`src/rtl/mem_copy_master_if.sv`:
```
// Memory-port bus between the copy master and the data-memory / MMIO port.
interface mem_copy_master_if;
  logic        bus_req;
  logic        bus_gnt;
  logic [31:0] addr;
  logic        we;
  logic [31:0] wdata;
  logic [31:0] rdata;

  modport master (output bus_req, addr, we, wdata, input bus_gnt, rdata);
  modport slave  (input bus_req, addr, we, wdata, output bus_gnt, rdata);
endinterface

```
`src/rtl/mem_copy_master.sv`:
```
// Block copy initiator: moves len words src->dst, one read then one write per word,
// arbitrating for the memory port with bus_req/bus_gnt between words.
module mem_copy_master #(
  parameter int RD_LAT = 1,
  parameter int LEN_W  = 6
) (
  input  logic             clk,
  input  logic             clr,
  input  logic             start,
  input  logic [31:0]      src,
  input  logic [31:0]      dst,
  input  logic [LEN_W-1:0] len,
  output logic             busy,
  output logic             done,
  mem_copy_master_if.master bus
);

  typedef enum logic [2:0] {S_IDLE, S_REQ, S_RD, S_WAIT, S_WR, S_DONE} state_t;

  state_t           state, nxt;
  logic [31:0]      src_q, dst_q, data_q;
  logic [LEN_W-1:0] rem;
  logic [1:0]       cnt;
  logic             rd_last;

  // read data is valid in the last WAIT cycle
  assign rd_last = (cnt == 2'(RD_LAT - 1));

  // state register
  always_ff @(posedge clk or posedge clr) begin
    if (clr) state <= S_IDLE;
    else     state <= nxt;
  end

  // address/count/data registers
  always_ff @(posedge clk or posedge clr) begin
    if (clr) begin
      src_q  <= '0;
      dst_q  <= '0;
      data_q <= '0;
      rem    <= '0;
      cnt    <= '0;
    end else begin
      case (state)
        S_IDLE: if (start && len != '0) begin
          src_q <= src & ~32'd3;
          dst_q <= dst & ~32'd3;
          rem   <= len;
        end
        S_RD: cnt <= '0;
        S_WAIT: begin
          cnt <= cnt + 2'd1;
          if (rd_last) data_q <= bus.rdata;
        end
        S_WR: begin
          src_q <= src_q + 32'd4;
          dst_q <= dst_q + 32'd4;
          rem   <= rem - LEN_W'(1);
        end
        default: ;
      endcase
    end
  end

  // next state; grant is only looked at in REQ and at the end of a word
  always_comb begin
    nxt = state;
    case (state)
      S_IDLE: if (start) nxt = (len != '0) ? S_REQ : S_DONE;
      S_REQ:  if (bus.bus_gnt) nxt = S_RD;
      S_RD:   nxt = S_WAIT;
      S_WAIT: if (rd_last) nxt = S_WR;
      S_WR: begin
        if (rem == LEN_W'(1))  nxt = S_DONE;
        else if (bus.bus_gnt)  nxt = S_RD;
        else                   nxt = S_REQ;
      end
      S_DONE: nxt = S_IDLE;
      default: nxt = S_IDLE;
    endcase
  end

  // outputs decoded from state so reset clears them immediately
  always_comb begin
    busy        = (state != S_IDLE);
    done        = (state == S_DONE);
    bus.bus_req = (state == S_REQ) || (state == S_RD) || (state == S_WAIT) || (state == S_WR);
    bus.we      = (state == S_WR);
    bus.addr    = '0;
    bus.wdata   = '0;
    case (state)
      S_RD, S_WAIT: bus.addr = src_q;
      S_WR: begin
        bus.addr  = dst_q;
        bus.wdata = data_q;
      end
      default: ;
    endcase
  end

endmodule

```
`src/flat_wrapper.sv`:
```
// flat-port wrapper written by rule: the top's interface ports become plain ports
module mem_copy_master_flat 
#(
  parameter int RD_LAT = 1,
  parameter int LEN_W  = 6
)
  (clk, clr, start, src, dst, len, busy, done, bus_bus_req, bus_addr, bus_we, bus_wdata, bus_bus_gnt, bus_rdata);
  mem_copy_master_if bus_i ();
  input  logic clk;
  input  logic clr;
  input  logic start;
  input  logic [31:0] src;
  input  logic [31:0] dst;
  input  logic [LEN_W-1:0] len;
  output logic busy;
  output logic done;
  output wire logic [$bits(bus_i.bus_req)-1:0] bus_bus_req;
  output wire logic [$bits(bus_i.addr)-1:0] bus_addr;
  output wire logic [$bits(bus_i.we)-1:0] bus_we;
  output wire logic [$bits(bus_i.wdata)-1:0] bus_wdata;
  input wire logic [$bits(bus_i.bus_gnt)-1:0] bus_bus_gnt;
  input wire logic [$bits(bus_i.rdata)-1:0] bus_rdata;
  assign bus_bus_req = bus_i.bus_req;
  assign bus_addr = bus_i.addr;
  assign bus_we = bus_i.we;
  assign bus_wdata = bus_i.wdata;
  assign bus_i.bus_gnt = bus_bus_gnt;
  assign bus_i.rdata = bus_rdata;
  mem_copy_master #(.RD_LAT(RD_LAT), .LEN_W(LEN_W)) u_core (.clk(clk), .clr(clr), .start(start), .src(src), .dst(dst), .len(len), .busy(busy), .done(done), .bus(bus_i));
endmodule
```
`config.mk`:
```
export PLATFORM = sky130hd
export DESIGN_NAME = mem_copy_master_flat
export DESIGN_NICKNAME = d
export VERILOG_FILES = /design/src/rtl/mem_copy_master_if.sv /design/src/rtl/mem_copy_master.sv /design/src/flat_wrapper.sv
export SDC_FILE = /design/constraint.sdc
export NUM_CORES = 1
export LEC_CHECK = 0
export CAP_MARGIN = 25
export CORE_MARGIN = 8
export CORE_UTILIZATION = 44
export DETAILED_ROUTE_END_ITERATION = 16
export GPL_ROUTABILITY_DRIVEN = 1
export PLACE_DENSITY = 0.78
export SLEW_MARGIN = 20
export SYNTH_ARGS = -nofsm -noshare
export SYNTH_HDL_FRONTEND = slang
export SYNTH_SLANG_ARGS = --single-unit
```
`constraint.sdc`:
```
create_clock -name clk -period 3.08 [get_ports clk]
set_input_delay 0.616 -clock clk [delete_from_list [all_inputs] [get_ports clk]]
set_output_delay 0.616 -clock clk [all_outputs]
set_load 0.02 [all_outputs]
```
==> qor.yml <==
sta:
  slew_headroom_pct: 43.9
  timing.fmax_mhz: 335
  period_share_pct: 97.0
  fin_worst_skew_ps: 9.23
  finalCriticalPeriod_ps: 2990
  hold_viol: 0
  setup_viol: 0
  setup_tns_ps: 0
  drv_slew: 0
  rsz0062_at_grt: "false"
  tightestPinTransition_ps: 835
critical_path:
  critPathKind: "reg2out"
  ff2ff_path_depth: 8
  path_max_fanout: 35
  required_ps: 2460
  r2r_end: "u_core.dst_q[21]"
  slowest_stage: "clkdlybuf4s50_1"
  endpoint_kind: "output port"
  crit_arrival_ps: 2370
  critical-path-max-stage-delay_ps: 620
  critPathBufInv: 3
  crit_chain: "or3b_1 > inv_2 > buf_12 > a22o_1 > clkdlybuf4s50_1"
  path_delay_family: "buffers and inverters"
  r2r-start: "u_core.state[1]"
  rrSetupSlack_ps: 610
  cp-start-kind: "flop"
cts:
  cts.sinks: 103
  clock_path_buffers: 2
  cts_hold_buf: 0
  cts_root_buf: "clkbuf_16"
  cts_tree: "built"
  cts_buffers: 9
  insertion_delay_ps: 350
  post_cts_buffers: 0
  clk_pin_slew_ps: 60
  htree_levels: 3
synthesis:
  ys_seq_elements: 103
  yosys-top-cells-area: "dfrtp_1 43%, mux2_2 6.1%, nand2_1 4.9%"
  syn_area_per_cell_um2: 9.21
  synth_area_um2: 5940
  yosysWarnings: 0
  yosysTopAreaCell: "dfrtp_1"
  async_flop_share_pct: 100
  synth-main-ff-cell: "dfrtp_1"
  synthDistinctLibCells: 70
  synth_commonest_cells: "103 x dfrtp_1, 77 x nand2_1, 41 x nor2_1, 37 x nand3_1, 34 x and2_1"
  synth.most_common_cell: "dfrtp_1"
  synth.top_cell.area_share_pct: 43.4
  syn_inst: 645
  ys_seq_area_share_pct: 43.4
  synth_edf_count: 0
floorplanning:
  num_io_pins: 174
  core_area_um2: 13200
  dieHeight_um: 132
  die-area_um2: 17500
  rows: 42
  die_w_um: 132
  initial_core_util_pct: 45.0
route:
  final_antenna_net_count: 0
  wl_met1_um: 7510
  drt_iter0_markers: 770
  vias: 5857
  routed.top_layer: "met4"
  dr_wl_met2_um: 9120
  wl_met3_um: 2370
  drc: 0
  wl_um: 19300
  viasPerCell: 5.98
  first_pass_iters: 5
  post_drt_wl_per_cell_um: 19.8
pwr:
  power_density_nw_per_um2: 894
  peakVddDrop_mv: 0.475
  cellLeakagePower_nw: 3.21
grt:
  grt_max_degree: 70
  grt.total_usage_pct: 21.6
  grt_pass1_vias: 6076
  grt-ovfl-total: 0
  antenna_found_initial: 0
  grt_first_pass_wirelength_um: 31000
run_status:
  status: "complete, no violations"
place:
  place_congestion: 0.938
  io_buffers: 167
  dpl.cell_count: 962
  hpwl_um: 13900
worst_hold_path:
  hold_depth: 1
  worstHoldEndpoint: "u_core.src_q[31]"
  hold_start: "u_core.src_q[31]"
  hold_class: "reg2reg"
final_layout:
  drive_gt1_share_pct: 11.0
  final_cells: 979
  final_util_pct: 61.8
  n_antenna_cell: 0
  num-nets-final: 909
  area_delta_synth_final_pct: 37.2
  fillers: 1070
run:
  cap_viol_max_count: 0
[metal layers]
layer	vias up	track usage [%]
li1	2694	-
met1	2819	25.4
met2	311	34.6
met3	33	10.0
met4	0	6.62
met5	-	0
[flip-flops by register name (all words and copies together) (netlist names)]
| signal | cells |
|---|---|
| u_core.dst_q | 30 |
| u_core.state | 3 |
| u_core.cnt | 2 |
| u_core.data_q | 32 |
| u_core.rem | 6 |
| u_core.src_q | 30 |
[cell type report]
class / instances / area, µm² / share of cell area (%)
multi-input combinational: 481 / 3100 / 38.0
sequential: 103 / 2580 / 31.6
timing repair buffer: 187 / 1870 / 23.0
clock buffer: 10 / 229 / 2.81
tap: 176 / 220 / 2.70
clock inverter: 6 / 83.8 / 1.03
inverter: 16 / 63.8 / 0.783
[metrics by stage]
step / hold slack (ps) / total power [W] / worst slack [ps] / instance area (µm²)
finish: 493 / 0.00729 / 93.1 / 8150
global route: 508 / 0.00776 / 6.55 / 8150
CTS: 494 / 0.00729 / 51.8 / 8110
detailed placement: 482 / 0.00604 / 170 / 7800
global placement: 469 / 0.00588 / 210 / 7800
floorplan: 448 / 0.00471 / 625 / 5950
[power by group]
group | internal, W | switching (W)
Sequential | 0.00202 | 0.000702
Clock | 0.000712 | 0.000516
Combinational | 0.00161 | 0.00172
Total | 0.00435 | 0.00294
[cell usage in the layout (no fill, tap or decap), drive strengths merged, types with 4 or more instances in the layout]
cell	instances
a211oi	8
a22o	23
dfrtp	103
and3	8
ha	5
o211ai	11
and2	34
mux2	32
clkbuf	11
nor3	21
nand3	37
o221a	4
inv	16
a21oi	30
a31oi	4
o22ai	6
and4	4
clkdlybuf4s50	166
nor4	8
o21ai	24
nor2	43
a31o	4
xnor2	5
o311ai	11
buf	19
nand2	77
nand4	22
a311oi	5
a221o	9
[logic make-up (layout without fill, tap and decap cells)]
group,Yosys count,after routing,synth area share (%)
AOI/OAI and AO/OA,159,159,19.7
xor gates and xnor gates,7,7,1.03
adders and majority gates,5,5,1.05
buffers and inverters,62,219,4.57
DFF,103,103,43.4
muxes,35,35,6.57
other,1,2,0.0631
and+or+nand+nor,273,273,23.6
[repair_timing]
| action | in CTS | in global routing |
|---|---|---|
| endpoints found under the setup margin | 0 | 13 |
| gates resized for setup | 0 | 3 |
| hold endpoints to repair | 0 | 0 |
[how the worst max path moves through the flow]
stage	startpoint	end	slack, ps	depth (start not counted)
3_3_place_gp	len[1]	u_core.dst_q[6]	210	5
6_report	u_core.state[1]	bus_addr[8]	90	5
4_1_cts	u_core.state[1]	bus_addr[8]	50	5
5_1_grt	u_core.state[1]	bus_addr[18]	7	5
2_1_floorplan	u_core.state[2]	bus_wdata[23]	630	7
3_5_place_dp	len[1]	u_core.src_q[2]	170	5
[worst register-to-register path: stages, from the launching register on]
cell     delay [ps]
dfrtp_1         380
buf_4           170
nor3_1          470
o311a_2         480
nor2_4           70
buf_4           190
buf_4           150
a21o_1          150
a221o_1         290
Power figures use the tool's default switching activity.
